`config.mk`:
```
export PLATFORM = sky130hd
export DESIGN_NAME = axis_switch_route_ctrl_flat
export DESIGN_NICKNAME = d
export VERILOG_FILES = /design/src/rtl/axis_switch_route_ctrl_pkg.sv /design/src/rtl/axis_switch_route_ctrl_if.sv /design/src/rtl/axis_switch_route_ctrl_pkt_tracker.sv /design/src/rtl/axis_switch_route_ctrl.sv /design/src/flat_wrapper.sv
export SDC_FILE = /design/constraint.sdc
export NUM_CORES = 1
export LEC_CHECK = 0
export BUFFER_PORTS_ARGS = -buffer_cell sky130_fd_sc_hd__buf_2
export CAP_MARGIN = 20
export CORE_AREA = 2 2 78 80
export CTS_CLUSTER_DIAMETER = 40
export CTS_CLUSTER_SIZE = 28
export DETAILED_ROUTE_END_ITERATION = 10
export DIE_AREA = 0 0 80 82
export GPL_ROUTABILITY_DRIVEN = 1
export PLACE_DENSITY = 0.87
export SYNTH_ARGS = -nofsm -noshare
export SYNTH_HDL_FRONTEND = slang
export SYNTH_SLANG_ARGS = --single-unit
```
`constraint.sdc`:
```
create_clock -name aclk -period 4.2 [get_ports aclk]
set_input_delay 0.42 -clock aclk [delete_from_list [all_inputs] [get_ports aclk]]
set_output_delay 0.42 -clock aclk [all_outputs]
set_load 0.1 [all_outputs]
```
`src/rtl/axis_switch_route_ctrl_pkg.sv`:
```
// Shared types and constants for the stream-switch routing controller.
package axis_switch_route_ctrl_pkg;

    localparam int N_REGIONS = 4;

    // Index width that never collapses to zero for a single-entry table.
    function automatic int clog2s(input int n);
        return (n <= 2) ? 1 : $clog2(n);
    endfunction

    typedef enum logic [2:0] {
        ST_IDLE,
        ST_DRAIN,
        ST_COMMIT,
        ST_SETTLE,
        ST_DONE
    } route_ctrl_state_t;

    localparam logic [1:0] STATUS_OK       = 2'b00;
    localparam logic [1:0] STATUS_BAD_DEST = 2'b01;
    localparam logic [1:0] STATUS_TIMEOUT  = 2'b10;

endpackage

```
`src/rtl/axis_switch_route_ctrl_if.sv`:
```
// Config request, stream taps and route outputs of the routing controller.
interface axis_switch_route_ctrl_if #(
    parameter int N_ID = axis_switch_route_ctrl_pkg::N_REGIONS
) ();
    import axis_switch_route_ctrl_pkg::*;

    localparam int N_ID_BITS = clog2s(N_ID);

    logic                         cfg_valid;
    logic                         cfg_ready;
    logic [N_ID_BITS-1:0]         cfg_src;
    logic [7:0]                   cfg_dest;
    logic [N_ID-1:0]              mon_tvalid;
    logic [N_ID-1:0]              mon_tready;
    logic [N_ID-1:0]              mon_tlast;
    logic [N_ID-1:0]              hold;
    logic [N_REGIONS-1:0][7:0]    io_ctrl;
    logic                         done;
    logic [1:0]                   status;
    logic                         busy;

    modport master (
        output cfg_valid, cfg_src, cfg_dest, mon_tvalid, mon_tready, mon_tlast,
        input  cfg_ready, hold, io_ctrl, done, status, busy
    );

    modport slave (
        input  cfg_valid, cfg_src, cfg_dest, mon_tvalid, mon_tready, mon_tlast,
        output cfg_ready, hold, io_ctrl, done, status, busy
    );

endinterface

```
`src/rtl/axis_switch_route_ctrl_pkt_tracker.sv`:
```
// Per-port packet-in-progress flag from passive AXI-Stream taps.
module axis_pkt_tracker (
    input  logic clk,
    input  logic rst_n,
    input  logic tvalid,
    input  logic tready,
    input  logic tlast,
    output logic in_pkt
);

    always_ff @(posedge clk or negedge rst_n) begin
        if (!rst_n)
            in_pkt <= 1'b0;
        else if (tvalid && tready)
            in_pkt <= ~tlast;
    end

endmodule

```
`src/rtl/axis_switch_route_ctrl.sv`:
```
// Applies route-change requests to io_ctrl only at packet boundaries:
// hold source, drain, commit, settle, release.
module axis_switch_route_ctrl
    import axis_switch_route_ctrl_pkg::*;
#(
    parameter int N_ID          = N_REGIONS,
    parameter int SETTLE_CYCLES = 4,
    parameter int DRAIN_TIMEOUT = 4096
) (
    input  logic                      aclk,
    input  logic                      aresetn,
    axis_switch_route_ctrl_if.slave   bus
);

    localparam int N_ID_BITS = clog2s(N_ID);
    localparam int TO_W      = clog2s(DRAIN_TIMEOUT + 1);
    localparam int ST_W      = clog2s(SETTLE_CYCLES + 1);

    route_ctrl_state_t      state;
    logic [N_ID_BITS-1:0]   src_q;
    logic [7:0]             dest_q;
    logic [TO_W-1:0]        to_cnt;
    logic [ST_W-1:0]        st_cnt;
    logic [N_ID-1:0]        in_pkt;
    logic [N_REGIONS-1:0]   req_oh;
    logic [N_REGIONS-1:0]   sel_oh;
    logic                   drained;

    for (genvar g = 0; g < N_ID; g++) begin : g_trk
        axis_pkt_tracker u_trk (
            .clk    (aclk),
            .rst_n  (aresetn),
            .tvalid (bus.mon_tvalid[g]),
            .tready (bus.mon_tready[g]),
            .tlast  (bus.mon_tlast[g]),
            .in_pkt (in_pkt[g])
        );
    end

    // Compare as int so sources above 2**N_ID_BITS never alias onto low regions.
    function automatic logic [N_REGIONS-1:0] src_onehot(input logic [N_ID_BITS-1:0] s);
        logic [N_REGIONS-1:0] oh;
        oh = '0;
        for (int i = 0; i < N_REGIONS; i++)
            oh[i] = (int'(s) == i);
        return oh;
    endfunction

    assign req_oh  = src_onehot(bus.cfg_src);
    assign sel_oh  = src_onehot(src_q);
    assign drained = ~|(sel_oh[N_ID-1:0] & (in_pkt | bus.mon_tvalid));

    always_ff @(posedge aclk or negedge aresetn) begin
        if (!aresetn) begin
            state         <= ST_IDLE;
            src_q         <= '0;
            dest_q        <= '0;
            to_cnt        <= '0;
            st_cnt        <= '0;
            bus.cfg_ready <= 1'b1;
            bus.hold      <= '0;
            bus.done      <= 1'b0;
            bus.status    <= STATUS_OK;
            bus.busy      <= 1'b0;
            for (int i = 0; i < N_REGIONS; i++)
                bus.io_ctrl[i] <= 8'(i);
        end else begin
            bus.done <= 1'b0;
            case (state)
                ST_IDLE: begin
                    if (bus.cfg_valid) begin
                        src_q         <= bus.cfg_src;
                        dest_q        <= bus.cfg_dest;
                        to_cnt        <= '0;
                        bus.cfg_ready <= 1'b0;
                        bus.busy      <= 1'b1;
                        if (int'(bus.cfg_dest[1:0]) >= N_ID) begin
                            state      <= ST_DONE;
                            bus.done   <= 1'b1;
                            bus.status <= STATUS_BAD_DEST;
                        end else begin
                            state    <= ST_DRAIN;
                            bus.hold <= req_oh[N_ID-1:0];
                        end
                    end
                end
                ST_DRAIN: begin
                    if (drained) begin
                        // Route byte is registered on entry so it is live during COMMIT.
                        state <= ST_COMMIT;
                        for (int i = 0; i < N_REGIONS; i++)
                            if (sel_oh[i]) bus.io_ctrl[i] <= dest_q;
                    end else if (to_cnt == TO_W'(DRAIN_TIMEOUT)) begin
                        state      <= ST_DONE;
                        bus.done   <= 1'b1;
                        bus.status <= STATUS_TIMEOUT;
                        bus.hold   <= '0;
                    end else if (to_cnt != '1) begin
                        to_cnt <= to_cnt + 1'b1;
                    end
                end
                ST_COMMIT: begin
                    state  <= ST_SETTLE;
                    st_cnt <= '0;
                end
                ST_SETTLE: begin
                    if (st_cnt == ST_W'(SETTLE_CYCLES - 1)) begin
                        state      <= ST_DONE;
                        bus.done   <= 1'b1;
                        bus.status <= STATUS_OK;
                        bus.hold   <= '0;
                    end else begin
                        st_cnt <= st_cnt + 1'b1;
                    end
                end
                ST_DONE: begin
                    state         <= ST_IDLE;
                    bus.cfg_ready <= 1'b1;
                    bus.busy      <= 1'b0;
                end
                default: state <= ST_IDLE;
            endcase
        end
    end

endmodule

```
`src/flat_wrapper.sv`:
```
// flat-port wrapper written by rule: the top's interface ports become plain ports
module axis_switch_route_ctrl_flat import axis_switch_route_ctrl_pkg::*;
#(
    parameter int N_ID          = N_REGIONS,
    parameter int SETTLE_CYCLES = 4,
    parameter int DRAIN_TIMEOUT = 4096
)
  (aclk, aresetn, bus_cfg_valid, bus_cfg_src, bus_cfg_dest, bus_mon_tvalid, bus_mon_tready, bus_mon_tlast, bus_cfg_ready, bus_hold, bus_io_ctrl, bus_done, bus_status, bus_busy);
  axis_switch_route_ctrl_if #(.N_ID(N_ID)) bus_i ();
  input  logic aclk;
  input  logic aresetn;
  input wire logic [$bits(bus_i.cfg_valid)-1:0] bus_cfg_valid;
  input wire logic [$bits(bus_i.cfg_src)-1:0] bus_cfg_src;
  input wire logic [$bits(bus_i.cfg_dest)-1:0] bus_cfg_dest;
  input wire logic [$bits(bus_i.mon_tvalid)-1:0] bus_mon_tvalid;
  input wire logic [$bits(bus_i.mon_tready)-1:0] bus_mon_tready;
  input wire logic [$bits(bus_i.mon_tlast)-1:0] bus_mon_tlast;
  output wire logic [$bits(bus_i.cfg_ready)-1:0] bus_cfg_ready;
  output wire logic [$bits(bus_i.hold)-1:0] bus_hold;
  output wire logic [$bits(bus_i.io_ctrl)-1:0] bus_io_ctrl;
  output wire logic [$bits(bus_i.done)-1:0] bus_done;
  output wire logic [$bits(bus_i.status)-1:0] bus_status;
  output wire logic [$bits(bus_i.busy)-1:0] bus_busy;
  assign bus_i.cfg_valid = bus_cfg_valid;
  assign bus_i.cfg_src = bus_cfg_src;
  assign bus_i.cfg_dest = bus_cfg_dest;
  assign bus_i.mon_tvalid = bus_mon_tvalid;
  assign bus_i.mon_tready = bus_mon_tready;
  assign bus_i.mon_tlast = bus_mon_tlast;
  assign bus_cfg_ready = bus_i.cfg_ready;
  assign bus_hold = bus_i.hold;
  assign bus_io_ctrl = bus_i.io_ctrl;
  assign bus_done = bus_i.done;
  assign bus_status = bus_i.status;
  assign bus_busy = bus_i.busy;
  axis_switch_route_ctrl #(.N_ID(N_ID), .SETTLE_CYCLES(SETTLE_CYCLES), .DRAIN_TIMEOUT(DRAIN_TIMEOUT)) u_core (.aclk(aclk), .aresetn(aresetn), .bus(bus_i));
endmodule
```
* Word-level counts from Yosys, hierarchy flattened
Index checks and enable logic that the tools add are counted.
Storage, ports and cells: input bits 25, output and inout port bits 41, bits in registers 74, word-level logic and storage cells 101
Cells by class: equal/unequal tests 21, add/sub/neg operators 2, muxes and demuxes 29, bitwise logic cells 7, reductions and logical operators 24
Operator list (count):
- 13-bit two-way mux | 4
- 13-bit case mux with 2 select lines | 1
- 4-bit two-way mux | 4
- 3-bit two-way mux | 5
- 3-bit AND reduction | 5
- 13-bit by 1-bit adder with 13-bit output, second input constant | 1
- 13-bit equality test, second input constant | 1
- 13-bit != test, second input constant | 1
- 3-bit case mux with 4 select lines | 1
- 4-bit case mux with 3 select lines | 1
- 5-bit AND reduction | 2
- 3-bit by 2-bit equality test with 1-bit output, second input constant | 3
- 2-bit equality test, second input constant | 4
- 2-bit by 1-bit != test with 1-bit output, second input constant | 4
- 2-bit nonzero test | 4
- 2-bit two-way mux | 3
- 2-bit != test, second input constant | 3
- 1-bit case mux with 2 select lines | 3
- 3-bit case mux with 2 select lines | 1
- 2-bit AND reduction | 3
- 1-bit two-way mux | 5
- 1-bit NOT | 5
- 4-bit AND | 1
- 2-bit by 1-bit equality test with 1-bit output, second input constant | 2
- other kinds (12) | 16

* Longest topological paths before layout
Gate-level depths: netlist of run 1.
depth after elaboration 5, mapped depth 8, mapped depth without buffers 7

* Cells and area by module
Synthesis of run 1 repeated with hierarchy kept, for this count alone.
Second synthesis, totals: cell total of the unflattened synthesis 261, area total of the unflattened synthesis 3328.2 sq um
Modules (own cells, without submodules):
- axis_switch_route_ctrl | sequential area each 1732.9 sq um, cells an instance 249, area each 3183.1 sq um, times used 1
- axis_pkt_tracker | sequential area each 25.0 sq um, cells an instance 3, area each 36.3 sq um, times used 4

* Least setup slack after synthesis of run 1
Ideal clock, no wire load.
path type flip-flop to flip-flop, from register u_core.to_cnt[0], to register u_core.to_cnt[6], setup slack 2.313 ns, required time 4.069 ns, period minus slack after synthesis 1.887 ns, buffers on the path 1, arrival time 1.756 ns, stages on the path, launching flop included 8, setup time 0.131 ns, cell sequence dfrtp_1 > ha_1 > nand4_1 > or4_4 > and2_4 > buf_6 > a41oi_1 > a31oi_1
Between the ends: word-level cells in the longest chain between the ends 5, elaborated cells between the ends (all ways) 10, those cells by class add/sub (1); eq/ne (4); mux (4); reduce/logical (1)
RTL lines:
- start: declaration | RTL line axis_switch_route_ctrl.sv:22 | logic [TO_W-1:0] to_cnt;
- start signal: assignment | RTL line axis_switch_route_ctrl.sv:99 | to_cnt <= to_cnt + 1'b1;
- 13-bit by 1-bit adder with 13-bit output | RTL line axis_switch_route_ctrl.sv:99
- 13-bit two-way mux | RTL line axis_switch_route_ctrl.sv:98 | end else if (to_cnt != '1) begin
- 13-bit two-way mux | RTL line axis_switch_route_ctrl.sv:93 | end else if (to_cnt == TO_W'(DRAIN_TIMEOUT)) begin
- 13-bit two-way mux | RTL line axis_switch_route_ctrl.sv:88 | if (drained) begin
- 13-bit case mux with 2 select lines | RTL line axis_switch_route_ctrl.sv:69 | case (state)
Parallel ways exist; a longest one is shown, timed or not. The select of a mux whose other input is x is not followed. A chain may end at the register's enable or synchronous reset.

* Worst setup path in the final report of run 1
from register u_core.src_q[0], to register u_core.to_cnt[2]
Between the ends: word-level cells in the longest chain between the ends 5, elaborated cells between the ends (all ways) 8, those cells by class eq/ne (4); bitwise (1); reduce/logical (3)
RTL lines:
- start: declaration | RTL line axis_switch_route_ctrl.sv:20 | logic [N_ID_BITS-1:0] src_q;
- start signal: assignment | RTL line axis_switch_route_ctrl.sv:72 | src_q <= bus.cfg_src;
- 2-bit equality test (tied with other cells) | RTL line axis_switch_route_ctrl.sv:45 | oh[i] = (int'(s) == i);
- 4-bit AND (*) | RTL line axis_switch_route_ctrl.sv:51 | assign drained = ~|(sel_oh[N_ID-1:0] & (in_pkt | bus.mon_tvalid));
- 4-bit OR reduction (*) | RTL line axis_switch_route_ctrl.sv:51
- 2-bit by 1-bit != test with 1-bit output (no source line) (*)
- 5-bit AND reduction (no source line) (*)
Mark *: on every way between the ends. The rest lies on a longest branch, timed or not.

==> flow_summary.ini, run 1 <==
[cells_and_area]
fillers = 433
areaGrowthSynthToFinish_pct = 17.7
multi_input_area_um2 = 1310
nets = 364
register_area_um2 = 1830
layout_commonest_cell = dfrtp_1
antenna_cells = 0
final_cell_mix = dfrtp_1, buf_2, mux2_2, a31oi_1, nor2_1
drive_gt1_share_pct = 40.6

[timing]
setup_viol = 0
fin_skew_ps = 9.27
final-max-slew-violation-count = 0
rsz0062_at_grt = no
tightest_slew_ps = 888
min_period_ps = 2310
relSlewSlack_pct = 40.8
layout_worst_path_cycle_share_pct = 55.0
fmax_mhz = 433
fin_tns_setup_ps = 0
finalHoldViolations = 0

[detailed_routing]
wl_per_cell_um = 17.2
drtIter0Drc = 176
drt-vias-per-instance = 5.87
drt-total-wl_um = 7150
first_pass_iters = 4
via_count = 2438
drc = 0
antenna_left = 0

[floorplan]
ios = 66
rows = 28
die_x_um = 80
initial_core_util_pct = 56.3
fp.coreArea_um2 = 5750
chipHeight_um = 82
dieArea_um2 = 6560

[clocking]
clock_sink_count = 73
cts.repair.resized = 0
root_buffer = clkbuf_8
htree_levels = 3
hold_buffers = 0
clk_pin_slew_worst_paths_ps = 80
numCtsBuffers = 9
cts_tree = built
post_cts_buffers = 0
clk_path_buf_depth = 2
clkLatencyLatePin_ps = 360

[yosys]
synthAdderAreaFrac_pct = 1.55
synthSimpleGateAreaFrac_pct = 11.6
yosys-mux-area-fraction_pct = 14.9
yosysSeqAreaShare_pct = 56.7
synth_area_leaders = dfrtp_1, mux2_2, dfstp_2
syn_inst = 269
synth_cell_types = 46
synth-edff-count = 0
synth_xor_area_share_pct = 0
yosysWarnings = 0
synth_top_cell_by_area = dfrtp_1
syn_area_per_cell_um2 = 12.0
synth_nets = 298
synth_top_flop_cell = dfrtp_1
synth_top_area_share_pct = 52.6
synth_area_um2 = 3230
synth_top_family_by_area = multiplexers
ys_seq_elements = 73
async_reset_ff_share_pct = 100
synth_compound_area_share_pct = 12.3

[grt]
grt_pass1_vias = 2396
grt_pass1_wl_um = 11600
globalRouteOverflowTotal = 0
grt_antenna_before_repair = 0
track_usage_pct = 23.3
grt_max_degree = 42

[place]
io_buffers = 64
gp_congestion = 0.897
dpl.hpwl_um = 5110

[critical_path]
arrival_ps = 2560
setup.worst_path.start_class = flop
cp_max_fo = 11
endpoint_kind = flop
cp.required_ps = 4450
crit_type = reg2reg

[flow_run]
maxCapViolCount = 0

[status]
status = completed

[worst_hold_path]
hold_path.class = in2async
-- cell usage after synthesis (all sizes together) (4+ instances only) --
master	number
a21o	4
a21oi	9
a22o	4
a31oi	18
a41oi	4
and3	5
buf	8
dfrtp	68
dfstp	5
ha	4
inv	8
mux2	40
nand2	16
nand3	5
nand4	6
nor2	17
o21ai	11
-- worst max-delay path, stage by stage (launching register included) --
cell and delay, ps:
dfrtp_1 410, inv_2 90, mux4_2 590, o22ai_1 720, o21ai_0 220, o2bb2ai_1 170
-- sequential cells by signal, indices dropped and copies added (netlist names) --
name and flops:
u_core.bus.io_ctrl 32, u_core.to_cnt 13, u_core.dest_q 8, u_core.bus.hold 4, u_core.g_trk.u_trk.in_pkt 4, u_core.st_cnt 3, u_core.state 3, u_core.src_q 2
u_core.bus.busy 1, u_core.bus.cfg_ready 1, u_core.bus.done 1, u_core.bus.status 1
-- worst paths after layout --
| path | end | depth (start not counted) | startpoint | slack, ps |
|---|---|---|---|---|
| setup / recovery | u_core.to_cnt[2] | 5 | u_core.src_q[0] | 1890 |
| hold / removal | u_core.to_cnt[4] | 1 | aresetn | 170 |
| setup reg to reg | u_core.to_cnt[2] | 5 | u_core.src_q[0] | 1890 |
| hold reg to reg | u_core.bus.hold[1] | 1 | u_core.bus.hold[1] | 500 |
| max in group asynchronous | u_core.bus.io_ctrl[8] | 2 | aresetn | 3030 |
| min in group aclk | u_core.g_trk[3].u_trk.in_pkt | 2 | bus_mon_tlast[3] | 240 |
-- through the flow --
step / util [%] / hold WS, ps / std cells / worst slack (ps) / area, um2
floorplan: - / 124 / 269 / 2310 / 3230
CTS: 66.2 / 211 / 415 / 1880 / 3810
detailed placement: 62.7 / 480 / 399 / 1800 / 3600
global placement: 62.5 / 483 / 398 / 1880 / 3590
global route: 66.2 / 257 / 415 / 1760 / 3810
finish: 66.2 / 172 / 415 / 1890 / 3810
-- routing by layer --
metal,up-vias,routed length (um),global-route usage (%)
li1,1131,-,-
met1,1201,3000,29.0
met2,89,3470,37.0
met3,17,460,6.15
met4,0,222,13.6
met5,-,0,0
-- kinds of logic (layout without fill, tap and decap cells) --
group | after synthesis | in the layout
fa+ha+maj | 4 | 4
simple gates | 70 | 70
compound gates | 60 | 60
buf+inv | 19 | 90
flops | 73 | 73
other cells | 1 | 1
mux | 42 | 42
-- area by class of cell --
cell class                      count  area share (%)
Tap cell                           75            2.47
Multi-Input combinational cell    177            34.4
Clock inverter                      7            2.04
Inverter                            8           0.789
Timing Repair Buffer               66            8.91
Clock buffer                        9            3.25
Sequential cell                    73            48.2
Power of run 1 is left out: the tool's default activity adds up to more than one toggle a clock period on the data nets, which glitch-free logic cannot reach.
==> inputs of run 2 (changes only) <==
CORE_AREA = 2 2 81 83   (was 2 2 78 80)
DIE_AREA = 0 0 83 85   (was 0 0 80 82)
PLACE_DENSITY = 0.82   (was 0.87)
clock period = 2.2 ns   (was 4.2 ns; I/O delays follow)
==> run 2 against run 1 <==
Effect of this change:
- critical path depth is 1 higher
- final area is 2.5% higher
- wire length is 1.8% lower
- non-clock buffer count is 9 higher
- utilization is 3.4 points lower
- maximum frequency is 10% higher
- global-route usage is 2.2 points lower
- via count hardly changed
- cell count is 2.7% higher
- first-iteration DRC count is 5.1% lower
- worst setup slack worse by 1800 ps
- highest routed layer unchanged
==> flow_summary.ini, run 2 (synthesized netlist as in run 1, its figures left out) <==
[detailed_routing]
via_count = 2437
wl_per_cell_um = 16.5
drt-total-wl_um = 7020
drtIter0Drc = 167
antenna_left = 0
first_pass_iters = 4
drt-vias-per-instance = 5.72
drc = 0

[floorplan]
fp.coreArea_um2 = 6200
die_x_um = 83
dieArea_um2 = 7060
ios = 66
initial_core_util_pct = 52.1
rows = 29
chipHeight_um = 85

[timing]
finalHoldViolations = 0
fin_tns_setup_ps = 0
layout_worst_path_cycle_share_pct = 95.1
min_period_ps = 2090
setup_viol = 0
final-max-slew-violation-count = 0
rsz0062_at_grt = no
fin_skew_ps = 10.3
tightest_slew_ps = 611
whs_ps = 62.7
fmax_mhz = 478
relSlewSlack_pct = 58.9

[cells_and_area]
layoutNonFillerInstCount = 426
layout_commonest_cell = dfrtp_1
areaGrowthSynthToFinish_pct = 20.6
antenna_cells = 0
register_area_um2 = 1830
final_cell_mix = dfrtp_1, buf_2, mux2_2, a31oi_1, nor2_1
regMostFlops = u_core.bus.io_ctrl
fin_util_pct = 62.9
largest_reg_flops = 32
largestRegisters = u_core.bus.io_ctrl x32, u_core.to_cnt x13, u_core.dest_q x8
nets = 373
drive_gt1_share_pct = 42.4
multi_input_area_um2 = 1320
fillers = 457

[grt]
globalRouteOverflowTotal = 0
track_usage_pct = 21.1
grt_antenna_before_repair = 0
grt_pass1_wl_um = 11800
grt_max_degree = 50
grt_pass1_vias = 2456

[flow_run]
maxCapViolCount = 0

[critical_path]
endpoint_kind = flop
critical_path.slowest_cell = or4_4
setup.worst_path.start_class = flop
cp_max_fo = 13
slowest_delay_ps = 560
cp.required_ps = 2460
ff2ff_path_depth = 6
crit_family = simple AND/OR/NAND/NOR gates
arrival_ps = 2350
worst-path-buf-inv = 0
path_cells = ha_1 -> nand4_1 -> or4_4 -> and2_4 -> a31o_1 -> a31oi_1
crit_type = reg2reg
path_depth = 6

[clocking]
clk_pin_slew_worst_paths_ps = 80
post_cts_buffers = 0
clkLatencyLatePin_ps = 350
cts_tree = built
root_buffer = clkbuf_8
numCtsBuffers = 9
clk_path_buf_depth = 2
clock_sink_count = 73
htree_levels = 3

[place]
gp_congestion = 0.858
dp.cells = 409
dpl.hpwl_um = 4910
io_buffers = 64

[worst_hold_path]
whs_path_depth = 2
hold_path.class = in2reg

[status]
status = completed
-- run 2: cell count changes in the layout (fill, tap and decap cells not counted), sizes merged --
| cell | before | now |
|---|---|---|
| buf | 66 | 74 |
| clkbuf | 9 | 10 |
| dlygate4sd3 | 0 | 1 |
| clkinv | 3 | 2 |
-- run 2: final cells by class --
class,count,area share [%]
Tap cell,77,2.47
Multi-Input combinational cell,177,33.8
Clock buffer,10,3.53
Clock inverter,6,1.67
Timing Repair Buffer,75,10.7
Sequential cell,73,47.0
Inverter,8,0.770
-- run 2: repair_timing --
| item | CTS | global route |
|---|---|---|
| gates resized for setup | 0 | 2 |
| setup endpoints to repair | 0 | 6 |
| hold buffers | 1 | 0 |
| hold endpoints to repair | 23 | 0 |
-- run 2: stage by stage --
| stage | setup slack, ps | cell area [um2] |
|---|---|---|
| after global placement | 279 | 3680 |
| final | 108 | 3900 |
| after CTS | 125 | 3890 |
| after detailed placement | 171 | 3680 |
| after floorplan | 313 | 3230 |
| after global routing | 9.04 | 3900 |
-- run 2: path summary, 6_finish.rpt --
kind	slack, ps	endpoint	from
worst max-delay path	110	u_core.to_cnt[10]	u_core.to_cnt[0]
worst min-delay path	60	u_core.g_trk[3].u_trk.in_pkt	bus_mon_tlast[3]
worst max register to register	110	u_core.to_cnt[10]	u_core.to_cnt[0]
worst min register to register	480	u_core.bus.hold[0]	u_core.bus.hold[0]
max in group asynchronous	1090	u_core.bus.io_ctrl[25]	aresetn
min in group asynchronous	410	u_core.bus.done	aresetn
-- run 2: metal layers --
layer	GRT usage, %	up-vias	wire length, um
met5	0	-	0
met3	6.61	18	441
met1	25.2	1196	2970
met2	35.2	82	3450
li1	-	1141	-
met4	9.84	0	161
Power of run 2 is left out for the same reason.
==> inputs of run 3 (changes only) <==
PLACE_DENSITY = 0.83   (was 0.82)
SYNTH_HIERARCHICAL = 1   (was default)
==> run 3 against run 2 <==
Effect of this change:
- sequential share of layout area decreased by 1.9 points
- cell count decreased by 0.47%
- critical endpoint is now u_core/to_cnt[8]
- worst setup slack improved by 65 ps
- critical path depth rose by 1
- maximum frequency rose by 3.2%
- largest cell class unchanged
- worst hold slack better by 3.2 ps
- clock skew fell by 1.4 ps
- via count decreased by 3.0%
- utilization up 2.7 points
- count of clock-buffer cells in the layout did not move
- register-to-register slack better by 60 ps
==> flow_summary.ini, run 3 <==
[yosys]
syn_area_per_cell_um2 = 12.8
synth_area_leaders = dfrtp_1, mux2_4, mux2_2
synth_area_um2 = 3330
synth_top_cell_by_area = dfrtp_1
synth_top_flop_cell = dfrtp_1
syn_inst = 261
async_reset_ff_share_pct = 100
synth-edff-count = 0
synth_cell_types = 49
ys_seq_elements = 73
yosysMostFrequentCell = dfrtp_1
synth_common_cells = dfrtp_1, mux2_2, mux2_4
synth_top_area_share_pct = 51.1
yosysSeqAreaShare_pct = 55.1
yosysWarnings = 6
synth_nets = 290

[timing]
final-max-slew-violation-count = 0
relSlewSlack_pct = 59.7
layout_worst_path_cycle_share_pct = 92.2
min_period_ps = 2030
rsz0062_at_grt = no
fin_tns_setup_ps = 0
fmax_mhz = 493
whs_ps = 65.9
finalHoldViolations = 0
fin_skew_ps = 8.90
tightest_slew_ps = 600
setup_viol = 0

[cells_and_area]
multi_input_area_um2 = 1430
fillers = 453
final_cell_mix = dfrtp_1, buf_2, mux2_2, mux2_4, nand2_1
areaGrowthSynthToFinish_pct = 22.1
regMostFlops = u_core/bus.io_ctrl
drive_gt1_share_pct = 42.7
largestRegisters = u_core/bus.io_ctrl x32, u_core/to_cnt x13, u_core/dest_q x8
antenna_cells = 0
largest_reg_flops = 32
register_area_um2 = 1830
fin_util_pct = 65.5
nets = 371
layout_commonest_cell = dfrtp_1

[clocking]
post_cts_buffers = 0
clock_sink_count = 73
clkLatencyLatePin_ps = 340
cts_tree = built
htree_levels = 3
root_buffer = clkbuf_8
numCtsBuffers = 9
clk_pin_slew_worst_paths_ps = 80
clk_path_buf_depth = 2

[floorplan]
initial_core_util_pct = 53.6
chipHeight_um = 85
dieArea_um2 = 7060
ios = 66
rows = 29
die_x_um = 83
fp.coreArea_um2 = 6200

[critical_path]
endpoint_kind = flop
crit_type = reg2reg
cp_max_fo = 13
arrival_ps = 2240
setup.worst_path.start_class = flop
cp.required_ps = 2410

[grt]
track_usage_pct = 19.7
grt_pass1_wl_um = 11100
grt_antenna_before_repair = 0
grt_pass1_vias = 2285
grt_max_degree = 48
globalRouteOverflowTotal = 0

[detailed_routing]
drc = 0
drt-vias-per-instance = 5.57
drtIter0Drc = 145
drt-total-wl_um = 6780
antenna_left = 0
via_count = 2363
first_pass_iters = 4
wl_per_cell_um = 16.0

[status]
status = completed

[place]
io_buffers = 64
gp_congestion = 0.856
dpl.hpwl_um = 4840

[flow_run]
maxCapViolCount = 0

[worst_hold_path]
hold_path.class = in2reg
## run 3: logic make-up after synthesis
logic type,count (synthesis),synth area share (%)
other,1,0.113
DFF,73,55.1
adders and majority gates,4,1.50
buffers and inverters,14,1.99
AOI/OAI and AO/OA,54,10.8
muxes,48,18.8
and+or+nand+nor,67,11.7
## run 3: routing by layer
layer	global-route usage, %	vias up	wire [um]
li1	-	1110	-
met5	0	-	0
met2	31.7	73	3290
met3	4.47	9	333
met1	26.6	1171	3070
met4	7.00	0	93
## run 3: final timing paths
check | from | depth (start not counted) | endpoint | slack (ps)
setup / recovery | u_core/state[1] | 7 | u_core/to_cnt[8] | 170
hold / removal | bus_mon_tlast[1] | 2 | u_core/g_trk[1].u_trk/in_pkt | 70
setup reg to reg | u_core/state[1] | 7 | u_core/to_cnt[8] | 170
hold reg to reg | u_core/to_cnt[12] | 1 | u_core/to_cnt[12] | 510
max in group asynchronous | aresetn | 3 | u_core/bus.cfg_ready | 1080
min in group asynchronous | aresetn | 2 | u_core/bus.io_ctrl[7] | 410
## run 3: what timing repair did
action / in CTS / in global routing
hold buffers: 1 / 0
gates resized for setup: 0 / 0
hold endpoints to repair: 24 / 0
endpoints found under the setup margin: 0 / 0
## run 3: critical path, cell delays in order (launching register included)
cell	delay [ps]
dfrtp_1	440
or3b_1	420
buf_4	200
a31oi_4	230
a31oi_2	120
buf_4	190
o21ai_1	180
o31ai_1	100
## run 3: cell type report
type	count	share of cell area, %
inverters	5	0.462
repair buffers	79	11.3
flip-flops and latches	73	45.1
clock inverters	6	2.22
clock buffers	10	3.39
multi-input cells	174	35.1
well taps	77	2.37
## run 3: stage by stage
step | setup slack [ps] | area (um2) | instances
after floorplan | 237 | 3330 | 261
after global placement | 246 | 3830 | 407
after detailed placement | 210 | 3830 | 407
after CTS | 197 | 4070 | 424
after global routing | 119 | 4070 | 424
final | 173 | 4070 | 424
Power of run 3 is left out for the same reason.
